### config.mk
export PLATFORM = sky130hd
export DESIGN_NAME = bcd_timer_flat
export DESIGN_NICKNAME = d
export VERILOG_FILES = /design/src/rtl/bcd_timer_if.sv /design/src/rtl/bcd_timer.sv /design/src/flat_wrapper.sv
export SDC_FILE = /design/constraint.sdc
export NUM_CORES = 1
export LEC_CHECK = 0
export CAP_MARGIN = 20
export CORE_ASPECT_RATIO = 0.7
export CORE_UTILIZATION = 40
export DETAILED_ROUTE_END_ITERATION = 7
export GPL_TIMING_DRIVEN = 1
export SLEW_MARGIN = 20
export SYNTH_ARGS = -nofsm -noshare
export SYNTH_HDL_FRONTEND = slang
export SYNTH_SLANG_ARGS = --single-unit
### constraint.sdc
create_clock -name clk -period 4.4 [get_ports clk]
set_input_delay 0.44 -clock clk [delete_from_list [all_inputs] [get_ports clk]]
set_output_delay 0.44 -clock clk [all_outputs]
set_load 0.03 [all_outputs]
### src/rtl/bcd_timer_if.sv
// bcd_timer_if: control and status bundle for bcd_timer.
//   master drives : load, load_value, start, pause, up_down
//   slave drives  : count, tc, step, expired, running
// DIGITS must match the DIGITS of the attached bcd_timer.
interface bcd_timer_if #(
  parameter int unsigned DIGITS = 3
) ();

  logic                  load;
  logic [4*DIGITS-1:0]   load_value;
  logic                  start;
  logic                  pause;
  logic                  up_down;
  logic [4*DIGITS-1:0]   count;
  logic                  tc;
  logic                  step;
  logic                  expired;
  logic                  running;

  // Controller side.
  modport master (
    output load, load_value, start, pause, up_down,
    input  count, tc, step, expired, running
  );

  // Timer side.
  modport slave (
    input  load, load_value, start, pause, up_down,
    output count, tc, step, expired, running
  );

endinterface

### src/rtl/bcd_timer.sv
// bcd_timer: multi-digit packed-BCD up/down timer with a prescaler.
//   clk        : single clock, rising edge
//   reset      : synchronous, active-high
//   tmr.load       (in)  : preset count from load_value (digits > 9 clamp to 9), go IDLE
//   tmr.load_value (in)  : packed BCD preset, digit 0 in bits [3:0]
//   tmr.start      (in)  : begin/resume counting from IDLE or PAUSE
//   tmr.pause      (in)  : suspend counting while in RUN
//   tmr.up_down    (in)  : 1 = count up, 0 = count down, sampled at each step
//   tmr.count      (out) : registered packed BCD value
//   tmr.tc         (out) : combinational, high when count is all zeros
//   tmr.step       (out) : one-cycle pulse with each newly stepped count
//   tmr.expired    (out) : one-cycle pulse on entry to DONE
//   tmr.running    (out) : high only in RUN
module bcd_timer #(
  parameter int unsigned DIGITS   = 3,
  parameter int unsigned TICK_DIV = 50_000_000,
  parameter bit          WRAP     = 1'b0
) (
  input  logic          clk,
  input  logic          reset,
  bcd_timer_if.slave    tmr
);

  localparam int unsigned W  = 4 * DIGITS;
  localparam int unsigned PW = (TICK_DIV > 1) ? $clog2(TICK_DIV) : 1;

  localparam logic [W-1:0]  NINES      = {DIGITS{4'h9}};
  localparam logic [PW-1:0] PRESC_LAST = PW'(TICK_DIV - 1);

  typedef enum logic [1:0] {
    IDLE  = 2'd0,
    RUN   = 2'd1,
    PAUSE = 2'd2,
    DONE  = 2'd3
  } state_t;

  state_t          state_q, state_d;
  logic [W-1:0]    count_q, count_d;
  logic [PW-1:0]   presc_q, presc_d;
  logic            step_q, step_d;
  logic            expired_q, expired_d;
  logic            running_q, running_d;

  logic [W-1:0]    terminal;
  logic [W-1:0]    stepped;
  logic            at_term;

  // Clamp every non-decimal digit of a preset to 9.
  function automatic logic [W-1:0] bcd_sat(input logic [W-1:0] v);
    logic [W-1:0] r;
    r = v;
    for (int i = 0; i < int'(DIGITS); i++) begin
      if (v[4*i +: 4] > 4'd9) begin
        r[4*i +: 4] = 4'd9;
      end
    end
    return r;
  endfunction

  // BCD decrement with borrow ripple; 0..0 rolls to 9..9.
  function automatic logic [W-1:0] bcd_dec(input logic [W-1:0] v);
    logic [W-1:0] r;
    logic         borrow;
    r      = v;
    borrow = 1'b1;
    for (int i = 0; i < int'(DIGITS); i++) begin
      if (borrow) begin
        if (r[4*i +: 4] == 4'd0) begin
          r[4*i +: 4] = 4'd9;
        end else begin
          r[4*i +: 4] = r[4*i +: 4] - 4'd1;
          borrow      = 1'b0;
        end
      end
    end
    return r;
  endfunction

  // BCD increment with carry ripple; 9..9 rolls to 0..0.
  function automatic logic [W-1:0] bcd_inc(input logic [W-1:0] v);
    logic [W-1:0] r;
    logic         carry;
    r     = v;
    carry = 1'b1;
    for (int i = 0; i < int'(DIGITS); i++) begin
      if (carry) begin
        if (r[4*i +: 4] == 4'd9) begin
          r[4*i +: 4] = 4'd0;
        end else begin
          r[4*i +: 4] = r[4*i +: 4] + 4'd1;
          carry       = 1'b0;
        end
      end
    end
    return r;
  endfunction

  // State, count, prescaler and output registers.
  always_ff @(posedge clk) begin
    if (reset) begin
      state_q   <= IDLE;
      count_q   <= '0;
      presc_q   <= '0;
      step_q    <= 1'b0;
      expired_q <= 1'b0;
      running_q <= 1'b0;
    end else begin
      state_q   <= state_d;
      count_q   <= count_d;
      presc_q   <= presc_d;
      step_q    <= step_d;
      expired_q <= expired_d;
      running_q <= running_d;
    end
  end

  // Next-state, next-count and pulse generation.
  always_comb begin
    state_d   = state_q;
    count_d   = count_q;
    presc_d   = presc_q;
    step_d    = 1'b0;
    expired_d = 1'b0;
    running_d = 1'b0;

    terminal = tmr.up_down ? NINES : '0;
    at_term  = (count_q == terminal);
    stepped  = tmr.up_down ? bcd_inc(count_q) : bcd_dec(count_q);

    if (tmr.load) begin
      count_d = bcd_sat(tmr.load_value);
      presc_d = '0;
      state_d = IDLE;
    end else begin
      case (state_q)
        // pause has no effect outside RUN, so it does not mask start here.
        IDLE, PAUSE: begin
          if (tmr.start) begin
            if (!WRAP && at_term) begin
              state_d   = DONE;
              expired_d = 1'b1;
            end else begin
              state_d = RUN;
            end
          end
        end

        RUN: begin
          if (tmr.pause) begin
            state_d = PAUSE;
          end else if (presc_q == PRESC_LAST) begin
            presc_d = '0;
            // Direction flipped onto an already-terminal count: stop rather than roll over.
            if (!WRAP && at_term) begin
              state_d   = DONE;
              expired_d = 1'b1;
            end else begin
              count_d = stepped;
              step_d  = 1'b1;
              if (!WRAP && (stepped == terminal)) begin
                state_d   = DONE;
                expired_d = 1'b1;
              end
            end
          end else begin
            presc_d = presc_q + PW'(1);
          end
        end

        DONE: begin
          state_d = DONE;
        end

        default: begin
          state_d = IDLE;
        end
      endcase
    end

    running_d = (state_d == RUN);
  end

  assign tmr.count   = count_q;
  assign tmr.tc      = (count_q == '0);
  assign tmr.step    = step_q;
  assign tmr.expired = expired_q;
  assign tmr.running = running_q;

endmodule

### src/flat_wrapper.sv
// flat-port wrapper written by rule: the top's interface ports become plain ports
module bcd_timer_flat 
#(
  parameter int unsigned DIGITS   = 3,
  parameter int unsigned TICK_DIV = 50_000_000,
  parameter bit          WRAP     = 1'b0
)
  (clk, reset, tmr_load, tmr_load_value, tmr_start, tmr_pause, tmr_up_down, tmr_count, tmr_tc, tmr_step, tmr_expired, tmr_running);
  bcd_timer_if #(.DIGITS(DIGITS)) tmr_i ();
  input  logic clk;
  input  logic reset;
  input wire logic [$bits(tmr_i.load)-1:0] tmr_load;
  input wire logic [$bits(tmr_i.load_value)-1:0] tmr_load_value;
  input wire logic [$bits(tmr_i.start)-1:0] tmr_start;
  input wire logic [$bits(tmr_i.pause)-1:0] tmr_pause;
  input wire logic [$bits(tmr_i.up_down)-1:0] tmr_up_down;
  output wire logic [$bits(tmr_i.count)-1:0] tmr_count;
  output wire logic [$bits(tmr_i.tc)-1:0] tmr_tc;
  output wire logic [$bits(tmr_i.step)-1:0] tmr_step;
  output wire logic [$bits(tmr_i.expired)-1:0] tmr_expired;
  output wire logic [$bits(tmr_i.running)-1:0] tmr_running;
  assign tmr_i.load = tmr_load;
  assign tmr_i.load_value = tmr_load_value;
  assign tmr_i.start = tmr_start;
  assign tmr_i.pause = tmr_pause;
  assign tmr_i.up_down = tmr_up_down;
  assign tmr_count = tmr_i.count;
  assign tmr_tc = tmr_i.tc;
  assign tmr_step = tmr_i.step;
  assign tmr_expired = tmr_i.expired;
  assign tmr_running = tmr_i.running;
  bcd_timer #(.DIGITS(DIGITS), .TICK_DIV(TICK_DIV), .WRAP(WRAP)) u_core (.clk(clk), .reset(reset), .tmr(tmr_i));
endmodule
==> impl_results.md, run 1 <==
* Largest buffer count on any clock path at 2
* Async set-reset flop share out of synthesis at 0
* Worst vdd ir at 0.118 mV
* Post-DP Area at about 3200 um2
* Clk slew on worst S/H paths at 0.09 ns
* Hold WC Path Type: flop to flop
* Crit path buf inv count at 1
* Post-synthesis cell type count at 68
* Initial antenna violation count at 0
* Synth cell count leaders: nor2_1, dfxtp_1, nand2_1
* Drt pass-1 iters at 6
* DRC at 0
* TritonCTS buffer count at 5
* Die height at 72.6 um
* CP max FO at 13
* Dpl hpwl at 5360 um
* Worst path cell trace: nor2_1 -> and4_1 -> and2_1 -> clkdlybuf4s50_1
* Hold-fix buffers, CTS at 0
* Cells after synthesis at 354
* Minimum clock period at 2.93 ns
* CP Capture Type: output pin
* CP max stage delay at 0.66 ns
* Port bufs at 33
* Gpl congestion at approximately 0.90
* Root buf cell: clkbuf_8
* DRT Wirelength at 7450 um
* PnR worst setup slack at 1.47 ns
* Worst Clk Skew at 0.00657 ns
* Largest net degree at the start of global routing at 26
* Design area at 3260 um2
* RSZ-0062 raised after global routing: false
* Run status: finished clean
* Post-synth top flop: dfxtp_1
* First-pass GRT wire length at 12300 um
* Core Area at 6820 um2
* CTS tree: built
* Final Hold Vio Count at 0
* Overall power at 867 uW
* Flip-flop and latch count after synthesis at 43
* Seq/Total Area, Yosys at 0.303
* Worst endpoint data arrival time at 2.49 ns
* Pwr dens at between 200 and 300 nW/um2
* Max-Cap Viols at 0
* Number of flops mapped to enable cells by yosys at 0
* Initial core utilization at 0.417
* Setup total negative slack at 0 ns
* Ys Warns at 0
* Worst-Skew Late Latency at 0.30 ns
* Initial DRC count at 339
* # fillers at 698
* Post-DRT Antenna Nets at 0
* Smallest hold slack at 0.510 ns
* Leakage at 1.08 nW
* H-tree Lvls at 2
* Global Route Usage Sum at 0.214
* Overflow left after global routing at 0
* Worst-Margin Slew at 0.963 ns
* Most area-consuming cells after synthesis: dfxtp_1, nor2_1, xor2_1
* Syn nets at 373
* Fin. max-slew vios at 0
* Count leader, synth: nor2_1
* Part of the cycle the worst path needs at 0.665
* Final nets at 389
* Synth area leader: dfxtp_1
* Post CTS Setup Buffer Count at 0
* Fraction of layout cells with a size suffix above 1 at 0.0782
* Vias post-DR at 2655
* Setup WS pre-CTS at 1.28 ns
* Top cell type's share of synthesized area at 0.303
* Top Family by Delay on Critical Path: simple AND/OR/NAND/NOR gates
* CP startpoint kind: flop
* Max Freq at about 340 MHz
* Layout area overhead at 14.7%
* Crit-path slowest cell: clkdlybuf4s50_1
* Die area at 7460 um2
* Critical path class: flop to output pin
* Mapped cell area at 2850 um2
* Ports at 34
* Clk sinks at 43
* Vias in the first global route at 2368
* R2R setup slack at 1.75 ns
* Drt wl/cell at around 16 um
* Row count at 25
* Mean Syn Cell Area at 8.04 um2
* Via/cell ratio at 5.71
* Max_slew headroom at 0.358
* Die Width at 103 um
* Final setup fails at 0
* Critical Path RT at 3.96 ns
* Antenna cells at 0
* PostCTS Resize Cnt at 0
sequential cells by signal (all words and copies together), names as in the netlist:
name,flops
u_core.presc_q,26
u_core.state_q,2
u_core.tmr.count,12
u_core.tmr.expired,1
u_core.tmr.running,1
u_core.tmr.step,1
metal layers:
metal / part of all wire / GRT usage / up-vias
met5: 0 / 0 / -
met4: 0.011 / 0.0516 / 0
met3: 0.073 / 0.0376 / 8
met2: 0.37 / 0.273 / 99
met1: 0.54 / 0.354 / 1237
li1: - / - / 1311
path summary, 6_finish.rpt:
kind / end / from / cells after the start
max: tmr_tc / u_core.tmr.count[3] / 4
min: u_core.presc_q[20] / u_core.presc_q[20] / 2
max reg2reg: u_core.presc_q[22] / u_core.state_q[0] / 6
min reg2reg: u_core.presc_q[20] / u_core.presc_q[20] / 2
logic make-up (layout without fill, tap and decap cells):
logic type / after synthesis / count (layout) / synth area share
buf+inv: 36 / 53 / 0.0611
xor+xnor: 31 / 31 / 0.0954
simple gates: 169 / 169 / 0.343
compound gates: 68 / 68 / 0.173
flops: 43 / 43 / 0.303
mux: 6 / 6 / 0.0211
fa+ha+maj: 1 / 1 / 0.00440
worst min-delay path, delay by kind of cell (launching register included):
kind	cells	cell delay, ns
AOI/OAI and AO/OA	2	0.13
DFF	1	0.34
area by class of cell:
cell class	instances	area, um2	share of cell area
flip-flops and latches	43	861	0.264
clock buffers	8	100	0.0307
repair buffers	33	330	0.101
inverters	12	45.0	0.0138
well taps	94	118	0.0360
multi-input cells	275	1810	0.555
placed cells by master, fill, tap and decap left out, drive strengths merged, types with 4 or more instances in the layout:
cell type / instances
nand3: 16
o31ai: 4
xor2: 17
clkbuf: 8
nand2: 26
and4: 8
nor3: 14
a31oi: 4
or2: 4
mux2i: 6
nor2: 47
o21ai: 11
nand4: 11
a221oi: 4
xnor2: 14
inv: 11
nor2b: 4
nor4: 6
nand2b: 4
clkdlybuf4s50: 33
o22ai: 5
and3: 9
and2: 5
a21oi: 16
dfxtp: 43
power by group:
group	switching (mW)	internal, mW
registers	0.0276	0.397
logic	0.0872	0.0692
clock network	0.142	0.144
per-stage QoR:
step / std cells / util
5_1_grt: 465 / 0.479
2_1_floorplan: 354 / -
6_report: 465 / 0.479
3_5_place_dp: 457 / 0.464
4_1_cts: 465 / 0.479
3_3_place_gp: 457 / 0.464
No activity file was read; power rests on OpenSTA's default activity.
==> run 2, diff against run 1 <==
Clock period 4.4 ns to 2.5 ns, I/O delays scaled along.
==> run 2 against run 1 <==
Critical path depth is 3 higher. Sequential cell count is the same. Core utilization up 3.0 points. Power is 88% higher. Hold slack is essentially flat. Global-route usage rose by 0.37 points. Non-clock buffer count grew 25. Routed wire length up 4.0%. Via count grew 3.2%. Clock power is 99% higher. Design area up 6.4%. Largest cell class unchanged. Largest power group unchanged.
==> impl_results.md, run 2 (synthesis gave the netlist of run 1 again) <==
* CP max FO at 8
* Worst endpoint data arrival time at 2.38 ns
* Minimum clock period at around 2.2 ns
* DRC at 0
* Setup total negative slack at 0 ns
* Final Hold Vio Count at 0
* Dpl hpwl at 5880 um
* RSZ-0062 raised after global routing: false
* Largest Register: u_core.presc_q
* Largest net degree at the start of global routing at 26
* Post-DRT Antenna Nets at 0
* Utilization after layout at 0.509
* Clk sinks at 43
* Most frequent cells in the layout: nor2_1, dfxtp_1, clkdlybuf4s50_1
* Run status: finished clean
* Fraction of layout cells with a size suffix above 1 at 0.139
* Ports at 34
* Via/cell ratio at roughly 5.6
* Crit-path slowest cell: nor4_4
* Part of the cycle the worst path needs at 0.874
* Vias post-DR at 2741
* Max Freq at between 400 and 500 MHz
* Max-Cap Viols at 0
* Die height at 72.6 um
* Final nets at 414
* Initial DRC count at 202
* Overflow left after global routing at 0
* Pwr dens at 468 nW/um2
* Vias in the first global route at 2373
* Design area at 3470 um2
* Critical path class: flop to flop
* Initial core utilization at 0.417
* Commonest non-fill, non-tap cell in the layout: nor2_1
* Die Width at between 100 and 150 um
* Largest buffer count on any clock path at 2
* Gpl congestion at 0.928
* Root buf cell: clkbuf_8
* Leakage at 1.23 nW
* CP Capture Type: flop
* Drt pass-1 iters at 5
* Worst path cell trace: nor4_4 -> buf_4 -> a41oi_1 -> a2111o_1 -> o31ai_4 -> a21oi_2 -> o21a_1
* H-tree Lvls at 2
* Clk slew on worst S/H paths at 0.09 ns
* Overall power at 1.63 mW
* Layout area overhead at 22.0%
* Max reg flops at 26
* Final setup fails at 0
* Critical Path RT at 2.69 ns
* Worst Clk Skew at about 0.0063 ns
* Fin. max-slew vios at 0
* Drt wl/cell at 15.8 um
* First-pass GRT wire length at 12500 um
* Core Area at 6820 um2
* Initial antenna violation count at 0
* Antenna cells at 0
* CP max stage delay at 0.46 ns
* Global Route Usage Sum at 0.218
* Port bufs at 33
* CTS tree: built
* Post-DP Area at about 3300 um2
* Worst vdd ir at 0.246 mV
* CP startpoint kind: flop
* Hold WC Path Type: flop to flop
* Row count at 25
* TritonCTS buffer count at 5
* Max_slew headroom at 0.656
* DRT Wirelength at 7750 um
* Die area at 7460 um2
* Worst-Margin Slew at between 0.5 and 0.6 ns
* Worst-Skew Late Latency at 0.29 ns
run 2: cell types whose count changed in the layout (fill, tap and decap cells not counted):
cell             previous run  this run
dlymetal6s2s_1              0         1
clkbuf_1                    1         0
clkinv_2                    0         1
buf_4                       0        25
bufinv_16                   0         1
clkdlybuf4s50_1            33        32
clkbuf_8                    7         6
run 2: final timing paths:
kind	start	to	slack (ns)	depth (start not counted)
worst max-delay path	u_core.tmr.count[6]	u_core.tmr.running	0.32	7
worst min-delay path	u_core.presc_q[18]	u_core.presc_q[18]	0.51	2
worst max register to register	u_core.tmr.count[6]	u_core.tmr.running	0.32	7
worst min register to register	u_core.presc_q[18]	u_core.presc_q[18]	0.51	2
run 2: through the flow:
step / worst slack (ns) / std cells / hold WS, ns
final: 0.315 / 490 / 0.510
after global routing: 0.200 / 490 / 0.542
after CTS: 0.0334 / 488 / 0.507
after detailed placement: 0.148 / 480 / 0.495
after global placement: 0.224 / 480 / 0.486
after floorplan: 0.399 / 354 / 0.367
run 2: repair_timing:
action,CTS,global route
resized for setup,0,1
hold buffers,0,0
setup endpoints to repair,0,1
setup buffers,0,2
run 2: per-layer routing:
layer	wire, um	vias up	GRT usage
met5	0	-	0
met4	62	0	0.0438
met3	693	6	0.0549
met2	2920	119	0.271
met1	4080	1258	0.358
li1	-	1358	-
run 2: worst max-delay path: cells and delay by family (launching register included):
family / cells / cell delay, ns
buffers and inverters: 1 / 0.18
AO/OA/AOI/OAI: 5 / 1.04
flip-flops: 1 / 0.41
AND/OR/NAND/NOR: 1 / 0.46
run 2: report_power, final:
part | internal, mW | switching [mW]
combinational | 0.148 | 0.177
clock | 0.324 | 0.246
sequential | 0.698 | 0.0343
total | 1.17 | 0.457
run 2: area by class of cell:
type,count,area (um2)
clock inverter,2,35.0
multi-input combinational,275,1810
inverter,12,45.0
sequential,43,861
clock buffer,6,82.6
tap,94,118
fill,702,3350
timing repair buffer,58,520
